==> src/rtl/alu_issue_ctrl_if.sv <==
// Host command, ALU trig/vld/work and response signals of the ALU issue controller.
// master: the issue controller itself; slave: the host and ALU environment around it.
// DEPTH only sizes fifo_count and must match the controller's DEPTH.
interface alu_issue_ctrl_if #(
    parameter int DEPTH = 4
);
    localparam int CW = $clog2(DEPTH) + 1;

    logic          cmd_valid;
    logic          cmd_ready;
    logic [1:0]    cmd_opcode;
    logic [31:0]   cmd_data1;
    logic [31:0]   cmd_data2;
    logic [31:0]   alu_data1;
    logic [31:0]   alu_data2;
    logic [1:0]    alu_opcode;
    logic          alu_trig;
    logic [31:0]   alu_result;
    logic          alu_vld;
    logic          alu_work;
    logic          rsp_valid;
    logic          rsp_ready;
    logic [31:0]   rsp_data;
    logic [1:0]    rsp_opcode;
    logic          rsp_timeout;
    logic [CW-1:0] fifo_count;
    logic          busy;

    modport master (
        input  cmd_valid, cmd_opcode, cmd_data1, cmd_data2,
        input  alu_result, alu_vld, alu_work, rsp_ready,
        output cmd_ready, alu_data1, alu_data2, alu_opcode, alu_trig,
        output rsp_valid, rsp_data, rsp_opcode, rsp_timeout, fifo_count, busy
    );

    modport slave (
        output cmd_valid, cmd_opcode, cmd_data1, cmd_data2,
        output alu_result, alu_vld, alu_work, rsp_ready,
        input  cmd_ready, alu_data1, alu_data2, alu_opcode, alu_trig,
        input  rsp_valid, rsp_data, rsp_opcode, rsp_timeout, fifo_count, busy
    );
endinterface

==> src/rtl/alu_issue_ctrl.sv <==
// Purpose: queue host ALU commands and issue them one at a time over trig/vld/work.
// Latency: accept in T -> alu_trig in T+2 (empty queue, idle ALU); alu_vld in V -> rsp_valid in V+1.
// Backpressure: cmd_ready low while the queue is full; rsp_* held until rsp_ready, nothing issues meanwhile.

// Small synchronous FIFO; count-based full/empty so all DEPTH entries are usable.
module alu_issue_fifo #(
    parameter int WIDTH = 8,
    parameter int DEPTH = 4
) (
    input  logic                   clk,
    input  logic                   rst,
    input  logic                   push,
    input  logic                   pop,
    input  logic [WIDTH-1:0]       din,
    output logic [WIDTH-1:0]       dout,
    output logic [$clog2(DEPTH):0] count
);
    localparam int AW = $clog2(DEPTH);

    logic [WIDTH-1:0] mem [DEPTH];
    logic [AW-1:0]    wr_ptr;
    logic [AW-1:0]    rd_ptr;

    // Storage needs no reset: an empty count makes stale entries unreachable.
    always_ff @(posedge clk) begin
        if (push) begin
            mem[wr_ptr] <= din;
        end
    end

    // Pointers wrap naturally at DEPTH (power of two); simultaneous push/pop keeps count.
    always_ff @(posedge clk or posedge rst) begin
        if (rst) begin
            wr_ptr <= '0;
            rd_ptr <= '0;
            count  <= '0;
        end else begin
            if (push) wr_ptr <= wr_ptr + 1'b1;
            if (pop)  rd_ptr <= rd_ptr + 1'b1;
            case ({push, pop})
                2'b10:   count <= count + 1'b1;
                2'b01:   count <= count - 1'b1;
                default: count <= count;
            endcase
        end
    end

    assign dout = mem[rd_ptr];
endmodule

module alu_issue_ctrl #(
    parameter int DEPTH   = 4,
    parameter int TIMEOUT = 255
) (
    input logic              sys_clk,
    input logic              sys_rst,
    alu_issue_ctrl_if.master bus
);
    localparam int          CW      = $clog2(DEPTH) + 1;
    localparam logic [15:0] TO_LAST = 16'(TIMEOUT - 1);
    localparam logic [31:0] TO_DATA = 32'h7FC0_0000;

    typedef struct packed {
        logic [1:0]  opcode;
        logic [31:0] data1;
        logic [31:0] data2;
    } cmd_t;

    typedef enum logic [1:0] {
        IDLE  = 2'd0,
        ISSUE = 2'd1,
        WAIT  = 2'd2,
        RESP  = 2'd3
    } state_t;

    state_t        state;
    logic [15:0]   tmo_cnt;
    cmd_t          push_cmd;
    cmd_t          head_cmd;
    logic          push;
    logic          pop;
    logic          cmd_ready;
    logic [CW-1:0] count;

    logic [31:0]   alu_data1_q;
    logic [31:0]   alu_data2_q;
    logic [1:0]    alu_opcode_q;
    logic          alu_trig_q;
    logic          rsp_valid_q;
    logic [31:0]   rsp_data_q;
    logic [1:0]    rsp_opcode_q;
    logic          rsp_timeout_q;

    // Ready depends only on occupancy, so a pop in the same cycle cannot open a full queue.
    assign cmd_ready = (count != CW'(DEPTH));
    assign push      = bus.cmd_valid && cmd_ready;
    assign push_cmd  = {bus.cmd_opcode, bus.cmd_data1, bus.cmd_data2};
    assign pop       = (state == IDLE) && (count != '0) && !bus.alu_work;

    alu_issue_fifo #(
        .WIDTH ($bits(cmd_t)),
        .DEPTH (DEPTH)
    ) u_fifo (
        .clk   (sys_clk),
        .rst   (sys_rst),
        .push  (push),
        .pop   (pop),
        .din   (push_cmd),
        .dout  (head_cmd),
        .count (count)
    );

    // Issue FSM: one command in flight, trig pulses in ISSUE, result or timeout parked in RESP.
    always_ff @(posedge sys_clk or posedge sys_rst) begin
        if (sys_rst) begin
            state         <= IDLE;
            tmo_cnt       <= '0;
            alu_data1_q   <= '0;
            alu_data2_q   <= '0;
            alu_opcode_q  <= '0;
            alu_trig_q    <= 1'b0;
            rsp_valid_q   <= 1'b0;
            rsp_data_q    <= '0;
            rsp_opcode_q  <= '0;
            rsp_timeout_q <= 1'b0;
        end else begin
            case (state)
                IDLE: begin
                    if (pop) begin
                        alu_data1_q  <= head_cmd.data1;
                        alu_data2_q  <= head_cmd.data2;
                        alu_opcode_q <= head_cmd.opcode;
                        alu_trig_q   <= 1'b1;
                        state        <= ISSUE;
                    end
                end
                ISSUE: begin
                    alu_trig_q <= 1'b0;
                    tmo_cnt    <= '0;
                    if (bus.alu_vld) begin
                        rsp_data_q    <= bus.alu_result;
                        rsp_opcode_q  <= alu_opcode_q;
                        rsp_timeout_q <= 1'b0;
                        rsp_valid_q   <= 1'b1;
                        state         <= RESP;
                    end else begin
                        state <= WAIT;
                    end
                end
                WAIT: begin
                    // A result arriving on the expiry cycle still wins over the timeout.
                    if (bus.alu_vld) begin
                        rsp_data_q    <= bus.alu_result;
                        rsp_opcode_q  <= alu_opcode_q;
                        rsp_timeout_q <= 1'b0;
                        rsp_valid_q   <= 1'b1;
                        state         <= RESP;
                    end else if (tmo_cnt == TO_LAST) begin
                        rsp_data_q    <= TO_DATA;
                        rsp_opcode_q  <= alu_opcode_q;
                        rsp_timeout_q <= 1'b1;
                        rsp_valid_q   <= 1'b1;
                        state         <= RESP;
                    end else begin
                        tmo_cnt <= tmo_cnt + 16'd1;
                    end
                end
                RESP: begin
                    if (bus.rsp_ready) begin
                        rsp_valid_q <= 1'b0;
                        state       <= IDLE;
                    end
                end
                default: state <= IDLE;
            endcase
        end
    end

    assign bus.cmd_ready   = cmd_ready;
    assign bus.fifo_count  = count;
    assign bus.busy        = (state != IDLE) || (count != '0);
    assign bus.alu_data1   = alu_data1_q;
    assign bus.alu_data2   = alu_data2_q;
    assign bus.alu_opcode  = alu_opcode_q;
    assign bus.alu_trig    = alu_trig_q;
    assign bus.rsp_valid   = rsp_valid_q;
    assign bus.rsp_data    = rsp_data_q;
    assign bus.rsp_opcode  = rsp_opcode_q;
    assign bus.rsp_timeout = rsp_timeout_q;
endmodule

==> src/flat_wrapper.sv <==
// flat-port wrapper written by rule: the top's interface ports become plain ports
module alu_issue_ctrl_flat 
#(
    parameter int DEPTH   = 4,
    parameter int TIMEOUT = 255
)
  (sys_clk, sys_rst, bus_cmd_valid, bus_cmd_opcode, bus_cmd_data1, bus_cmd_data2, bus_alu_result, bus_alu_vld, bus_alu_work, bus_rsp_ready, bus_cmd_ready, bus_alu_data1, bus_alu_data2, bus_alu_opcode, bus_alu_trig, bus_rsp_valid, bus_rsp_data, bus_rsp_opcode, bus_rsp_timeout, bus_fifo_count, bus_busy);
  alu_issue_ctrl_if #(.DEPTH(DEPTH)) bus_i ();
  input logic sys_clk;
  input logic sys_rst;
  input wire logic [$bits(bus_i.cmd_valid)-1:0] bus_cmd_valid;
  input wire logic [$bits(bus_i.cmd_opcode)-1:0] bus_cmd_opcode;
  input wire logic [$bits(bus_i.cmd_data1)-1:0] bus_cmd_data1;
  input wire logic [$bits(bus_i.cmd_data2)-1:0] bus_cmd_data2;
  input wire logic [$bits(bus_i.alu_result)-1:0] bus_alu_result;
  input wire logic [$bits(bus_i.alu_vld)-1:0] bus_alu_vld;
  input wire logic [$bits(bus_i.alu_work)-1:0] bus_alu_work;
  input wire logic [$bits(bus_i.rsp_ready)-1:0] bus_rsp_ready;
  output wire logic [$bits(bus_i.cmd_ready)-1:0] bus_cmd_ready;
  output wire logic [$bits(bus_i.alu_data1)-1:0] bus_alu_data1;
  output wire logic [$bits(bus_i.alu_data2)-1:0] bus_alu_data2;
  output wire logic [$bits(bus_i.alu_opcode)-1:0] bus_alu_opcode;
  output wire logic [$bits(bus_i.alu_trig)-1:0] bus_alu_trig;
  output wire logic [$bits(bus_i.rsp_valid)-1:0] bus_rsp_valid;
  output wire logic [$bits(bus_i.rsp_data)-1:0] bus_rsp_data;
  output wire logic [$bits(bus_i.rsp_opcode)-1:0] bus_rsp_opcode;
  output wire logic [$bits(bus_i.rsp_timeout)-1:0] bus_rsp_timeout;
  output wire logic [$bits(bus_i.fifo_count)-1:0] bus_fifo_count;
  output wire logic [$bits(bus_i.busy)-1:0] bus_busy;
  assign bus_i.cmd_valid = bus_cmd_valid;
  assign bus_i.cmd_opcode = bus_cmd_opcode;
  assign bus_i.cmd_data1 = bus_cmd_data1;
  assign bus_i.cmd_data2 = bus_cmd_data2;
  assign bus_i.alu_result = bus_alu_result;
  assign bus_i.alu_vld = bus_alu_vld;
  assign bus_i.alu_work = bus_alu_work;
  assign bus_i.rsp_ready = bus_rsp_ready;
  assign bus_cmd_ready = bus_i.cmd_ready;
  assign bus_alu_data1 = bus_i.alu_data1;
  assign bus_alu_data2 = bus_i.alu_data2;
  assign bus_alu_opcode = bus_i.alu_opcode;
  assign bus_alu_trig = bus_i.alu_trig;
  assign bus_rsp_valid = bus_i.rsp_valid;
  assign bus_rsp_data = bus_i.rsp_data;
  assign bus_rsp_opcode = bus_i.rsp_opcode;
  assign bus_rsp_timeout = bus_i.rsp_timeout;
  assign bus_fifo_count = bus_i.fifo_count;
  assign bus_busy = bus_i.busy;
  alu_issue_ctrl #(.DEPTH(DEPTH), .TIMEOUT(TIMEOUT)) u_core (.sys_clk(sys_clk), .sys_rst(sys_rst), .bus(bus_i));
endmodule
==> config.mk <==
export PLATFORM = sky130hd
export DESIGN_NAME = alu_issue_ctrl_flat
export DESIGN_NICKNAME = d
export VERILOG_FILES = /design/src/rtl/alu_issue_ctrl_if.sv /design/src/rtl/alu_issue_ctrl.sv /design/src/flat_wrapper.sv
export SDC_FILE = /design/constraint.sdc
export NUM_CORES = 1
export LEC_CHECK = 0
export ABC_AREA = 1
export ABC_CLOCK_PERIOD_IN_PS = 7200
export BUFFER_PORTS_ARGS = -buffer_cell sky130_fd_sc_hd__buf_2
export CORE_MARGIN = 5
export CORE_UTILIZATION = 62
export DETAILED_ROUTE_END_ITERATION = 10
export PLACE_DENSITY_LB_ADDON = 0.2
export SLEW_MARGIN = 20
export SYNTH_ARGS = -nofsm -noshare
export SYNTH_HDL_FRONTEND = slang
export SYNTH_SLANG_ARGS = --single-unit
==> constraint.sdc <==
create_clock -name sys_clk -period 7.2 [get_ports sys_clk]
set_input_delay 1.44 -clock sys_clk [delete_from_list [all_inputs] [get_ports sys_clk]]
set_output_delay 1.44 -clock sys_clk [all_outputs]
set_load 0.005 [all_outputs]
Yosys cells after proc, flatten, opt, wreduce, memory -nomap -nowiden

Memories as Yosys holds them, arrays and structs flattened. A register that Yosys moved wholly into a read port is not among the register bits.
Index checks and enable logic that the tools add are counted.

Register bits after elaboration: 62
RAM bits: 264
Input bits: 104
Output and inout port bits: 108
Logic and storage cells: 77
Memories kept: 1

$add $sub $neg: 5
Equal/unequal tests: 13
Muxes and demuxes: 30
Reduce and logical (&&, ||, !) cells: 18

Memories:

| name              | words | width | read ports | clocked after memory_dff | write ports | line                 | source |
|---|---|---|---|---|---|---|---|
| u_core.u_fifo.mem | 4     | 66    | 1          | 1                        | 1           | alu_issue_ctrl.sv:20 | `logic [WIDTH-1:0] mem [DEPTH];` |

Operators by type and width:

| cell                  | number |
|---|---|
| $mux 32               | 3 |
| $pmux 32 s2           | 1 |
| $mux 16               | 2 |
| $pmux 16 s2           | 1 |
| $add 16x1->16 const B | 1 |
| $eq 16x8->1 const B   | 1 |
| $mux 2                | 7 |
| $mux 1                | 10 |
| $ne 2x2->1 const B    | 5 |
| $reduce_and 3->1      | 3 |
| $pmux 2 s4            | 1 |
| $reduce_bool 2->1     | 4 |
| $eq 2x2->1 const B    | 3 |
| $pmux 3 s2            | 1 |
| $reduce_bool 3->1     | 2 |
| $add 2x1->2 const B   | 2 |
| $eq 2x1->1 const B    | 2 |
| $pmux 1 s2            | 2 |
| $pmux 2 s2            | 1 |
| $reduce_and 2->1      | 2 |
| $reduce_and 4->1      | 1 |
| $add 3x1->3 const B   | 1 |
| $logic_and 1x1->1     | 3 |
| $ne 3x2->1 const B    | 1 |
| other kinds (6)       | 6 |

Longest topological paths before layout

Word-level depth: 5
Mapped depth: 13
Depth with buffers taken out: 12

By module

Synthesis repeated with hierarchy kept, for this count alone.

Cell total of the unflattened synthesis: 1567
Area, all modules: 16414.5 um2

By module, submodules not included:

| module         | instances | cells an instance | area each (um2) |
|---|---|---|---|
| alu_issue_fifo | 1         | 948               | 11154.4 |
| alu_issue_ctrl | 1         | 619               | 5260.0 |

Least setup slack after synthesis

No wires, ideal clock.

Kind: input -> register
From: in bus_cmd_valid
To: mem u_core.u_fifo.mem[0][0] (netlist bit), enable pin
Setup time: 0.491 ns
Arrival: 4.380 ns
Required time: 6.709 ns
Setup slack: 2.329 ns
Stages: 2
Path buffers: 0
Path through: nand2_1 -> nor2_1

Longest elaborated chain between the ends: 3

Ends and longest elaborated chain:

| item                         | line                 | source |
|---|---|---|
| start: declaration           | flat_wrapper.sv:11   | `input wire logic [$bits(bus_i.cmd_valid)-1:0] bus_cmd_valid;` |
| $logic_and 1x1->1            | alu_issue_ctrl.sv:96 | `assign push = bus.cmd_valid && cmd_ready;` |
| $mux 1                       | alu_issue_ctrl.sv:26 | `if (push) begin` |
| $mux 1 (not written as such) | alu_issue_ctrl.sv:27 | `mem[wr_ptr] <= din;` |
| end: declaration             | alu_issue_ctrl.sv:20 |  |

No other way between the ends.

Worst setup path in the final report

From: reg u_core.state[0]
To: out bus_busy

Longest elaborated chain between the ends: 2

Ends and longest elaborated chain:

| item                     | line                  | source |
|---|---|---|
| start: declaration       | alu_issue_ctrl.sv:76  | `state_t state;` |
| start signal: assignment | alu_issue_ctrl.sv:116 | `state <= IDLE;` |
| start signal: assignment | alu_issue_ctrl.sv:134 | `state <= ISSUE;` |
| start signal: assignment | alu_issue_ctrl.sv:145 | `state <= RESP;` |
| $reduce_bool 2->1        | alu_issue_ctrl.sv:181 | `assign bus.busy = (state != IDLE) \|\| (count != '0);` |
| $logic_or 1x1->1         | alu_issue_ctrl.sv:181 |  |
| end: declaration         | flat_wrapper.sv:29    | `output wire logic [$bits(bus_i.busy)-1:0] bus_busy;` |

No other way between the ends.

==> out/qor.txt <==
Gp weighted congestion: 0.858
Worst Hold Depth: 2
Max-cap violation count: 0
Worst vdd ir: 0.296 mV
P&R area growth vs syn: 15.9%
Synth top area cells: edfxtp_1 51%, dfrtp_1 21%, nand2_1 7.7%
Worst r2r src: u_core.state[0]$_DFFE_PP0P_
Clock buffer depth: 3
Largest net degree at the start of global routing: 102
Post-synthesis cell area: 15400 µm²
CP startpoint: u_core.state[0]$_DFFE_PP0P_
Crit path largest cell delay: 0.41 ns
Worst-Margin Slew: 1.03 ns
Outcome: finished clean
CP max FO: 5
GR Overflow Total: 0
Post-Route WL: 33600 µm
Setup Fix Bufs, Post-CTS: 0
GR Util All Layers: 0.235
Sequential power share: 0.434
Comb pwr share: 0.314
Clock Skews: 0.0200 ns
Slew HR: 0.312
Leak: 0.00739 µW
Setup tns final: 0 ns
Vias: 10500
First DRT Iteration DRCs: 1071
CP arrival: 1.62 ns
Hold-fix buffers at CTS: 0
Layout cell share with drive strength beyond 1: 0.206
Design area: 17900 µm²
Total clock sinks: 392
Worst R2R Setup Slack: 4.38 ns
Syn Inst Count: 1315
Distinct cells, synth: 32
Reg2Reg Depth: 8
Buffer and inverter count on the worst path: 2
CTS buffer count: 38
Chip height: 168 µm
Internal power: 4990 µW
Crit. End Element: primary output
Clock power frac: 0.253
Initial Util: 0.633
Max Slew Vio Count: 0
PwrDens: 429 nW/µm²
Number of remaining DRC errors: 0
Ys async rst share: 0.327
Pwr Total: 7680 µW
CP Cell Sequence: inv_1, ha_1, nand4_1, buf_2
Rows: 57
Pre-antenna DRT Iters: 5
CTS tree: yes
Mapped Nets: 1432
Startpoint types: flip-flop
Psw: 2690 µW
Syn_area_per_cell: 11.7 µm²
Post-CTS sizing: 0
Worst setup path end: bus_busy
Synth top cells by count: 318 x nand2_1, 264 x edfxtp_1, 179 x nor2_1, 128 x dfrtp_1, 121 x o21ai_0
CP required: 5.76 ns
Crit path time final: 3.06 ns
Via density: 5.64
Antenna viol nets, final: 0
Detail Placement HPWL: 19100 µm
Max frequency: 0.326 GHz
Post-layout util: 0.734
Wirelength per Cell: 18.0 µm
Core area: 24400 µm²
Worst-Skew Late Latency: 0.53 ns
CTS clk-pin slew, worst paths: 0.06 ns
CP Depth: 4
Synth top area share: 0.514
Main synth FF type: edfxtp_1
Area leader, netlist: edfxtp_1
Final Hold Viols: 0
Hold crit path type: flip-flop to flip-flop
Synth warnings: 0
Period utilization: 0.426
Count leader, synth: nand2_1
Die Wd: 168 µm
Die area: 28100 µm²
Reg-to-reg endpoint: u_core.bus.rsp_data[25]$_DFFE_PP0P_
Vias in the first global route: 10300
Placement Cell Area: 16600 µm²
Final setup viols: 0
First-pass GRT wire length: 53500 µm
Slowest cell on the critical path: dfrtp_1
RSZ-0062 raised after global routing: false
CTS root buffer: clkbuf_16
Post-synth EDFFs: 264
Ports: 212
Sequential area share after synthesis: 0.721
Nets: 1623
Switching share of power: 0.350
#FFs+latches synth: 392
WS Path Type: flip-flop to primary output
CP delay by family, top: flip-flops
Port bufs: 211
Initial antenna violation count: 8
CTS H-tree depth: 2
## placed cells by master, fill, tap and decap left out, drive strengths merged, types with 2 or more instances in the layout
master / n
dfrtp: 128
nand3: 43
edfxtp: 264
nand2: 324
a21oi: 6
o22ai: 66
xnor2: 2
clkbuf: 53
xor2: 8
inv: 38
buf: 221
bufinv: 3
nor2: 180
nand4: 10
o21ai: 156
clkinv: 12
ha: 12
o21bai: 3
nor3: 2
## worst min-delay path: cells and delay by family (launching register included)
kind	cells	cell delay, ns
simple gates	2	0.10
flops	1	0.34
## through the flow
stage	worst slack (ns)	cells	hold slack, ns
2_1_floorplan	2.33	1315	0.464
3_3_place_gp	3.82	1790	0.449
3_5_place_dp	3.72	1790	0.454
4_1_cts	4.13	1860	0.468
5_1_grt	4.06	1861	0.490
6_report	4.14	1861	0.469
## sequential cells by signal, indices dropped and copies added (netlist names)
signal and count:
u_core.bus.alu_data1 32, u_core.bus.alu_data2 32, u_core.bus.alu_opcode 2, u_core.bus.alu_trig 1, u_core.bus.rsp_data 32, u_core.bus.rsp_opcode 2
u_core.bus.rsp_timeout 1, u_core.bus.rsp_valid 1, u_core.state 2, u_core.tmo_cnt 16, u_core.u_fifo.count 3, u_core.u_fifo.mem 264
u_core.u_fifo.rd_ptr 2, u_core.u_fifo.wr_ptr 2
## per-layer routing
metal  wire length [µm]  GRT usage
met4                721     0.0667
met3               2710     0.0539
met5                 69          0
met2              16000      0.383
met1              14000      0.323
## kinds of logic after synthesis
| group | share of synthesized area |
|---|---|
| simple gates | 0.143 |
| flops | 0.721 |
| compound gates | 0.0856 |
| buf+inv | 0.0331 |
| fa+ha+maj | 0.0110 |
| xor+xnor | 0.00568 |
## worst min path at each step
stage / from / endpoint / slack, ns
2_1_floorplan: u_core.bus.rsp_valid$_DFFE_PP0P_ / u_core.bus.rsp_valid$_DFFE_PP0P_ / 0.46
3_3_place_gp: u_core.bus.rsp_data[6]$_DFFE_PP0P_ / u_core.bus.rsp_data[6]$_DFFE_PP0P_ / 0.45
3_5_place_dp: u_core.bus.rsp_data[1]$_DFFE_PP0P_ / u_core.bus.rsp_data[1]$_DFFE_PP0P_ / 0.45
4_1_cts: u_core.bus.rsp_data[1]$_DFFE_PP0P_ / u_core.bus.rsp_data[1]$_DFFE_PP0P_ / 0.47
5_1_grt: u_core.bus.rsp_data[18]$_DFFE_PP0P_ / u_core.bus.rsp_data[18]$_DFFE_PP0P_ / 0.49
6_report: u_core.bus.rsp_data[10]$_DFFE_PP0P_ / u_core.bus.rsp_data[10]$_DFFE_PP0P_ / 0.47
## power by group through the flow
stage	Combinational, µW	Clock, µW	Sequential, µW
after floorplan	1640	0	3350
after global placement	2330	0	3350
after detailed placement	2410	0	3360
after CTS	2430	1970	3330
after global routing	2710	2070	3390
final	2410	1940	3330
## area by class of cell
class	instances	area [µm²]
inverter	37	149
tap	324	405
antenna	1	2.50
fill	1655	6500
sequential	392	11100
clock inverter	17	188
timing repair buffer	221	1130
multi-input combinational	816	3830
clock buffer	53	1050
Note: power is estimated with default switching activity, not from simulation.
